$ cat config.mk
export PLATFORM = sky130hd
export DESIGN_NAME = hazard_ctrl
export DESIGN_NICKNAME = d
export VERILOG_FILES = /design/src/rtl/pipe_pkg.sv /design/src/rtl/fwd_sel.sv /design/src/rtl/hazard_ctrl.sv
export SDC_FILE = /design/constraint.sdc
export NUM_CORES = 1
export LEC_CHECK = 0
export ABC_CLOCK_PERIOD_IN_PS = 2950
export CAP_MARGIN = 30
export CELL_PAD_IN_SITES_DETAIL_PLACEMENT = 0
export CELL_PAD_IN_SITES_GLOBAL_PLACEMENT = 1
export CORE_ASPECT_RATIO = 0.5
export CORE_MARGIN = 4
export CORE_UTILIZATION = 33
export DETAILED_ROUTE_END_ITERATION = 10
export PLACE_DENSITY_LB_ADDON = 0.08
export SLEW_MARGIN = 20
export SYNTH_ARGS = -nofsm -noshare
export SYNTH_HDL_FRONTEND = slang
export SYNTH_HIERARCHICAL = 1
export SYNTH_SLANG_ARGS = --single-unit
$ cat constraint.sdc
create_clock -name clk -period 2.95 [get_ports clk]
set_clock_uncertainty 0.15 [all_clocks]
set_input_delay 0.59 -clock clk [delete_from_list [all_inputs] [get_ports clk]]
set_output_delay 0.59 -clock clk [all_outputs]
set_load 0.02 [all_outputs]
$ cat src/rtl/pipe_pkg.sv
// Shared pipeline-control types: hazard FSM states, forwarding selects, counter preload helper.
// Pure declarations, no logic; no flow control of its own.
package pipe_pkg;

   localparam int REG_AW_DEF = 4;

   typedef enum logic [1:0] {
      IDLE    = 2'd0,
      LDSTALL = 2'd1,
      FLUSH   = 2'd2
   } hz_state_t;

   localparam logic [1:0] FWD_RF  = 2'b00;
   localparam logic [1:0] FWD_MEM = 2'b01;
   localparam logic [1:0] FWD_WB  = 2'b10;

   // The detection/redirect cycle itself covers one cycle and the exit cycle another,
   // so the down-counter preload is n-2, floored at 0.
   function automatic logic [1:0] cnt_init(input int n);
      return (n > 2) ? 2'(n - 2) : 2'd0;
   endfunction

endpackage

$ cat src/rtl/fwd_sel.sv
// Per-operand forwarding select: EX/MEM beats MEM/WB beats the register file; register 0 never forwards.
// Purely combinational, zero latency; no backpressure.
module fwd_sel import pipe_pkg::*; #(
   parameter int REG_AW = REG_AW_DEF
) (
   input  logic [REG_AW-1:0] i_src,
   input  logic              i_m_valid,
   input  logic              i_m_wen,
   input  logic [REG_AW-1:0] i_m_waddr,
   input  logic              i_w_wen,
   input  logic [REG_AW-1:0] i_w_waddr,
   output logic [1:0]        o_sel
);

   logic w_src_nz;
   logic w_m_hit;
   logic w_w_hit;

   assign w_src_nz = (i_src != '0);
   assign w_m_hit  = i_m_valid & i_m_wen & (i_m_waddr == i_src) & w_src_nz;
   assign w_w_hit  = i_w_wen & (i_w_waddr == i_src) & w_src_nz;

   always_comb begin
      if (w_m_hit) begin
         o_sel = FWD_MEM;
      end else if (w_w_hit) begin
         o_sel = FWD_WB;
      end else begin
         o_sel = FWD_RF;
      end
   end

endmodule

$ cat src/rtl/hazard_ctrl.sv
// Load-use stall FSM, redirect flush sequencing, operand forwarding and a saturating stall counter.
// Stall/flush/forward outputs are same-cycle combinational; busy and stall_cycles are registered.
module hazard_ctrl import pipe_pkg::*; #(
   parameter int REG_AW      = REG_AW_DEF,
   parameter int LOAD_LAT    = 1,
   parameter int FLUSH_DEPTH = 2,
   parameter int CNT_W       = 16
) (
   input  logic              clk,
   input  logic              rst,
   input  logic              d_valid,
   input  logic [REG_AW-1:0] d_raddr1,
   input  logic [REG_AW-1:0] d_raddr2,
   input  logic              d_use1,
   input  logic              d_use2,
   input  logic              e_valid,
   input  logic              e_wen,
   input  logic              e_is_load,
   input  logic [REG_AW-1:0] e_waddr,
   input  logic              m_valid,
   input  logic              m_wen,
   input  logic [REG_AW-1:0] m_waddr,
   input  logic              w_wen,
   input  logic [REG_AW-1:0] w_waddr,
   input  logic              redirect,
   input  logic              perf_clr,
   output logic              pc_stall,
   output logic              ifid_stall,
   output logic              idex_bubble,
   output logic              ifid_flush,
   output logic              idex_flush,
   output logic [1:0]        fwd1_sel,
   output logic [1:0]        fwd2_sel,
   output logic              busy,
   output logic [CNT_W-1:0]  stall_cycles
);

   localparam logic [1:0] LD_CNT   = cnt_init(LOAD_LAT);
   localparam logic [1:0] FL_CNT   = cnt_init(FLUSH_DEPTH);
   localparam bit         LD_MULTI = (LOAD_LAT > 1);
   localparam bit         FL_MULTI = (FLUSH_DEPTH > 1);

   hz_state_t        r_state;
   hz_state_t        w_nxt_state;
   logic [1:0]       r_cnt;
   logic [1:0]       w_nxt_cnt;
   logic             r_busy;
   logic [CNT_W-1:0] r_stall_cycles;

   logic       w_hit1;
   logic       w_hit2;
   logic       w_lu;
   logic       w_stall;
   logic       w_ifid_flush;
   logic       w_idex_flush;
   logic [1:0] w_fwd1;
   logic [1:0] w_fwd2;

   assign w_hit1 = e_valid & e_wen & (e_waddr == d_raddr1) & (d_raddr1 != '0) & d_use1;
   assign w_hit2 = e_valid & e_wen & (e_waddr == d_raddr2) & (d_raddr2 != '0) & d_use2;
   assign w_lu   = d_valid & e_is_load & (w_hit1 | w_hit2);

   fwd_sel #(.REG_AW(REG_AW)) u_fwd1 (
      .i_src     (d_raddr1),
      .i_m_valid (m_valid),
      .i_m_wen   (m_wen),
      .i_m_waddr (m_waddr),
      .i_w_wen   (w_wen),
      .i_w_waddr (w_waddr),
      .o_sel     (w_fwd1)
   );

   fwd_sel #(.REG_AW(REG_AW)) u_fwd2 (
      .i_src     (d_raddr2),
      .i_m_valid (m_valid),
      .i_m_wen   (m_wen),
      .i_m_waddr (m_waddr),
      .i_w_wen   (w_wen),
      .i_w_waddr (w_waddr),
      .o_sel     (w_fwd2)
   );

   // Redirect outranks any stall, so stall and flush can never be high together.
   always_comb begin
      w_nxt_state  = r_state;
      w_nxt_cnt    = r_cnt;
      w_stall      = 1'b0;
      w_ifid_flush = 1'b0;
      w_idex_flush = 1'b0;
      case (r_state)
         IDLE, LDSTALL: begin
            if (redirect) begin
               w_ifid_flush = 1'b1;
               w_idex_flush = 1'b1;
               w_nxt_state  = FL_MULTI ? FLUSH : IDLE;
               w_nxt_cnt    = FL_CNT;
            end else if (r_state == LDSTALL) begin
               w_stall = 1'b1;
               if (r_cnt == 2'd0) begin
                  w_nxt_state = IDLE;
               end else begin
                  w_nxt_cnt = r_cnt - 2'd1;
               end
            end else if (w_lu) begin
               w_stall     = 1'b1;
               w_nxt_state = LD_MULTI ? LDSTALL : IDLE;
               w_nxt_cnt   = LD_CNT;
            end
         end
         FLUSH: begin
            w_ifid_flush = 1'b1;
            if (redirect) begin
               w_idex_flush = 1'b1;
               w_nxt_cnt    = FL_CNT;
            end else if (r_cnt == 2'd0) begin
               w_nxt_state = IDLE;
            end else begin
               w_nxt_cnt = r_cnt - 2'd1;
            end
         end
         default: begin
            w_nxt_state = IDLE;
            w_nxt_cnt   = 2'd0;
         end
      endcase
   end

   always_ff @(posedge clk or negedge rst) begin
      if (!rst) begin
         r_state <= IDLE;
         r_cnt   <= 2'd0;
         r_busy  <= 1'b0;
      end else begin
         r_state <= w_nxt_state;
         r_cnt   <= w_nxt_cnt;
         r_busy  <= (w_nxt_state != IDLE);
      end
   end

   always_ff @(posedge clk or negedge rst) begin
      if (!rst) begin
         r_stall_cycles <= '0;
      end else if (perf_clr) begin
         r_stall_cycles <= '0;
      end else if (w_stall && (r_stall_cycles != '1)) begin
         r_stall_cycles <= r_stall_cycles + 1'b1;
      end
   end

   // Comb outputs see live ID/EX inputs, so they are gated to stay quiet while reset is held.
   assign pc_stall     = rst & w_stall;
   assign ifid_stall   = rst & w_stall;
   assign idex_bubble  = rst & w_stall;
   assign ifid_flush   = rst & w_ifid_flush;
   assign idex_flush   = rst & w_idex_flush;
   assign fwd1_sel     = rst ? w_fwd1 : FWD_RF;
   assign fwd2_sel     = rst ? w_fwd2 : FWD_RF;
   assign busy         = r_busy;
   assign stall_cycles = r_stall_cycles;

endmodule
== Yosys cells after proc, flatten, opt, wreduce, memory -nomap -nowiden ==
Cells that the tools add are included.
Operators by class
  muxes and demuxes: 27
  bitwise logic cells: 22
  add/sub/neg operators: 2
  equality and inequality tests: 10
  reduce and logical (&&, ||, !) cells: 9
Operators by type and width (count)
  16-bit two-way mux: 2
  2-bit two-way mux: 16
  4-bit == test: 6
  1-bit bitwise AND: 21
  16-bit by 1-bit adder with 16-bit output (second input constant): 1
  16-bit != test (second input constant): 1
  2-bit case mux with 2 select lines: 2
  4-bit nonzero test: 2
  1-bit two-way mux: 6
  2-bit logical NOT: 2
  4-bit != test (second input constant): 1
  2-bit nonzero test: 2
  3-bit OR reduction: 1
  2-bit by 1-bit == test with 1-bit output (second input constant): 1
  2-bit == test (second input constant): 1
  1-bit case mux with 2 select lines: 1
  2-bit OR reduction: 1
  2-bit by 1-bit subtractor with 2-bit output (second input constant): 1
  1-bit logical AND: 1
  1-bit bitwise OR: 1
Storage, ports and cells
  input port bits: 33
  flip-flop bits (word level): 21

== Depth between registers and ports, before layout ==
  depth in word-level cells: 13
  gate-level depth with buffers: 8

== By module ==
Netlist, hierarchy kept.
Modules (own cells, without submodules)
  hazard_ctrl: instances 1, sequential area each 525.5 um^2, area each 1408.9 um^2, cells each 157
  fwd_sel: instances 2, sequential area each 0.0 um^2, area each 138.9 um^2, cells each 19

== Least setup slack after synthesis ==
Ideal clock, no wire load.
  path kind: input-to-output
  start point: input d_raddr1[1]
  end point: output ifid_stall
  arrival time: 2140 ps
  required time: 2210 ps
  cell stages on the path: 6
  setup slack: 70 ps
  path through: xor2_1 > or4_4 > o31a_4 > nand2_1 > and2_1 > buf_4
On the way
  longest elaborated chain between the ends: 11
  elaborated cells between the ends (all ways): 12
  those cells by class: 1 x eq/ne; 4 x mux; 6 x bitwise; 1 x reduce/logical
Ends and longest elaborated chain
  start: declaration: line hazard_ctrl.sv:12  | input logic [REG_AW-1:0] d_raddr1,
  4-bit == test: line hazard_ctrl.sv:59  | assign w_hit1 = e_valid & e_wen & (e_waddr == d_raddr1) & (d_raddr1 != '0) & d_use1;
  1-bit bitwise AND: line hazard_ctrl.sv:59
  1-bit bitwise AND * (2 in series): line hazard_ctrl.sv:59
  1-bit bitwise OR *: line hazard_ctrl.sv:61  | assign w_lu = d_valid & e_is_load & (w_hit1 | w_hit2);
  1-bit bitwise AND *: line hazard_ctrl.sv:61
  1-bit two-way mux *: line hazard_ctrl.sv:104  | end else if (w_lu) begin
  1-bit two-way mux *: line hazard_ctrl.sv:97  | end else if (r_state == LDSTALL) begin
  1-bit two-way mux *: line hazard_ctrl.sv:92  | if (redirect) begin
  1-bit two-way mux *: line hazard_ctrl.sv:90  | case (r_state)
  1-bit bitwise AND *
  end: declaration: line hazard_ctrl.sv:28  | output logic ifid_stall,
Mark *: on every way between the ends. The rest lies on a longest branch, timed or not.

== Final worst setup path ==
  start point: input e_waddr[0]
  end point: output pc_stall
On the way
  longest elaborated chain between the ends: 11
  elaborated cells between the ends (all ways): 15
  those cells by class: 2 x eq/ne; 4 x mux; 9 x bitwise
Ends and longest elaborated chain
  start: declaration: line hazard_ctrl.sv:19  | input logic [REG_AW-1:0] e_waddr,
  4-bit == test, on equally long branches: line hazard_ctrl.sv:59, hazard_ctrl.sv:60
  1-bit bitwise AND, on equally long branches (3 in series): line hazard_ctrl.sv:59, hazard_ctrl.sv:60
  1-bit bitwise OR *: line hazard_ctrl.sv:61
  1-bit bitwise AND *: line hazard_ctrl.sv:61
  1-bit two-way mux *: line hazard_ctrl.sv:104
  1-bit two-way mux *: line hazard_ctrl.sv:97
  1-bit two-way mux *: line hazard_ctrl.sv:92
  1-bit two-way mux *: line hazard_ctrl.sv:90
  1-bit bitwise AND *: line hazard_ctrl.sv:151  | assign pc_stall = rst & w_stall;
  end: declaration: line hazard_ctrl.sv:27  | output logic pc_stall,
Marked as above.

==> results.yml <==
clock_network:
  ctsLongestPathBuffers: 2
  clk_pin_slew_worst_paths_ns: 0.08
  cts_inserted_buffers: 3
  cts.sinks: 21
  cts_root_buf: "clkbuf_8"
  ctsHoldBuffers: 0
  htreeDepth: 1
  cts_tree: "yes"
  clk-insertion-delay-late_ns: 0.25
cells_and_area:
  syn_to_final_growth_pct: 54.7
  fin_nets: 322
  regArea_um2: 526
  mostFrequentLayoutCells: "38 x buf_4, 36 x clkdlybuf4s50_1, 21 x dfrtp_1"
  final_common_cell: "buf_4"
  final_util_pct: 52.9
  fillers: 472
  multi_input_area_um2: 1110
  layout-drive-gt1-share_pct: 24.7
  diodes: 0
critical_path:
  critical_path.max_fanout: 3
  critPathBufInv: 2
  crit_chain: "clkdlybuf4s15_1 > xor2_1 > or4_4 > o31a_4 > nand2_4 > and2_4 > buf_6"
  reg2reg_slack_ns: 0.61
  crit_required_ns: 2.21
  critical_path_class: "in2out"
  cp-end-kind: "primary output"
  slowest_delay_ns: 0.53
  crit_family: "simple AND/OR/NAND/NOR gates"
  startpoint_type: "input pin"
  worstPathArrival_ns: 2.12
  cp_slowest_cell: "or4_4"
global_routing:
  grt_pass1_vias: 1766
  grt_pass1_wl_mm: 8.07
  grt-ovfl-total: 0
  grt_start_max_net_pins: 22
  grtUsageTotal_pct: 15.7
  antenna_found_initial: 0
routing:
  drt-initial-drc-count: 51
  drt_first_pass_iters: 4
  drt.antenna.violating_nets: 0
  vias: 1705
  totalWireLength_mm: 4.81
  vias_per_cell: 4.78
  wl_per_cell_um: 13.5
  drc: 0
sta:
  slew_viol_final: 0
  fmax_ghz: 0.350
  rsz0062_at_grt: "no"
  max_slew_margin_pct: 74.8
  hold_viol: 0
  setup_viol: 0
  fin_crit_sh_pct: 96.8
  period_needed_ns: 2.86
  holdWs_ns: 0.419
  finalSetupTns_ns: 0
  tightestPinTransition_ns: 0.375
yosys:
  yosys.area.top_type_share_pct: 31.2
  ys_ff_latch: 21
  syn_area_per_cell_um2: 8.65
  synth_largest_area_cell: "dfrtp_1"
  ys_types: 45
  ys_warn_count: 6
  synth-edff-count: 0
  async_flop_share_pct: 100
  syn_inst: 195
  ys.flop_type: "dfrtp_1"
  synthTopCellsByArea: "dfrtp_1 31%, xor2_1 7.3%, xnor2_1 5.7%"
  syn_nets: 229
  synth_area_um2: 1690
  yosysSeqAreaShare_pct: 31.2
floorplanning:
  die_h_um: 58.6
  die_w_um: 109
  pin_count: 59
  floorplan.rows: 18
  core_um2: 4930
  start_util_pct: 34.2
  dieArea_um2: 6390
pwr:
  p_per_area_nw_per_um2: 243
  peakVddDrop_uv: 361
  p_leak_nw: 1.16
placement:
  io_buffers: 58
  gp_congestion: 0.775
  dp_hpwl_mm: 3.82
job:
  max_cap_violations: 0
worst_hold_path:
  hp-class: "reg2reg"
run_status:
  status: "finished, final reports clean"
## per-layer routing
| layer | routed length (µm) | track usage, % | up-vias |
|---|---|---|---|
| li1 | - | - | 877 |
| met1 | 2270 | 19.8 | 791 |
| met2 | 2250 | 28.4 | 35 |
| met3 | 275 | 3.07 | 2 |
| met4 | 15 | 2.34 | 0 |
| met5 | 0 | 0 | - |
## synthesized netlist by cell type, drive strengths merged (2+ instances only)
| cell | number |
|---|---|
| clkbuf | 2 |
| dfrtp | 21 |
| and4 | 3 |
| a31o | 4 |
| nor2 | 20 |
| nand3 | 7 |
| mux2 | 4 |
| or2 | 4 |
| and3 | 4 |
| and2 | 9 |
| mux2i | 2 |
| or3 | 3 |
| o21ai | 6 |
| nand2 | 18 |
| xnor2 | 11 |
| a221oi | 2 |
| buf | 5 |
| nand2b | 6 |
| a21oi | 9 |
| inv | 3 |
| nor3 | 7 |
| nand4 | 6 |
| nor2b | 4 |
| xor2 | 14 |
| nor4 | 4 |
## stage by stage
stage	power [mW]	setup slack (ns)	cells	cell area (µm²)
floorplan	0.350	0.0702	195	1690
global route	0.671	0.00408	357	2610
global placement	0.456	-0.730	350	2560
detailed placement	0.458	-0.720	350	2560
finish	0.634	0.0932	357	2610
CTS	0.641	0.00325	356	2600
## timing repair
action | in CTS | in global routing
endpoints found under the setup margin | 7 | 16
buffers inserted | 2 | 1
pin swaps | 5 | 4
resized for setup | 60 | 7
gates cloned | 0 | 0
## sequential cells by signal (all words and copies together) (netlist names)
| name | count |
|---|---|
| busy | 1 |
| r_state | 2 |
| stall_cycles | 16 |
| r_cnt | 2 |
## area by class of cell
cell class | instances | area share, %
clock buffer | 4 | 1.73
inverter | 3 | 0.431
multi-input combinational | 163 | 42.5
sequential | 21 | 20.1
tap | 70 | 3.36
timing repair buffer | 96 | 31.9
## final timing paths
check                                           from                           end  depth (start not counted)
worst min register to register  r_cnt[1]$_DFFE_PN0P_          r_cnt[1]$_DFFE_PN0P_                          2
min in group asynchronous                        rst          r_state[1]$_DFF_PN0_                          2
worst max register to register  r_state[1]$_DFF_PN0_  stall_cycles[12]$_DFFE_PN0P_                          7
worst max-delay path                      e_waddr[0]                      pc_stall                          7
max in group asynchronous                        rst   stall_cycles[4]$_DFFE_PN0P_                          2
worst min-delay path            r_cnt[1]$_DFFE_PN0P_          r_cnt[1]$_DFFE_PN0P_                          2
## worst min-delay path, cell delays in order, from the launching register on
cell and delay (ns):
dfrtp_1 0.41, nand2b_1 0.09, a21oi_1 0.04
## logic make-up (layout without fill, tap and decap cells)
family | count (synthesis) | count (layout) | share of synthesized area, %
adder cells (fa/ha/maj) | 1 | 1 | 0.742
buffers and inverters | 11 | 103 | 4.08
XOR/XNOR | 25 | 25 | 13.0
AND/OR/NAND/NOR | 99 | 99 | 31.8
flip-flops | 21 | 21 | 31.2
AO/OA/AOI/OAI | 32 | 32 | 15.4
multiplexers | 6 | 6 | 3.86
## power by group
part / total, mW / leakage, nW / internal, mW / switching, mW
logic: 0.155 / 0.848 / 0.0846 / 0.0707
registers: 0.291 / 0.289 / 0.289 / 0.00184
clock network: 0.188 / 0.0228 / 0.0961 / 0.0916
Power figures use the tool's default switching activity.
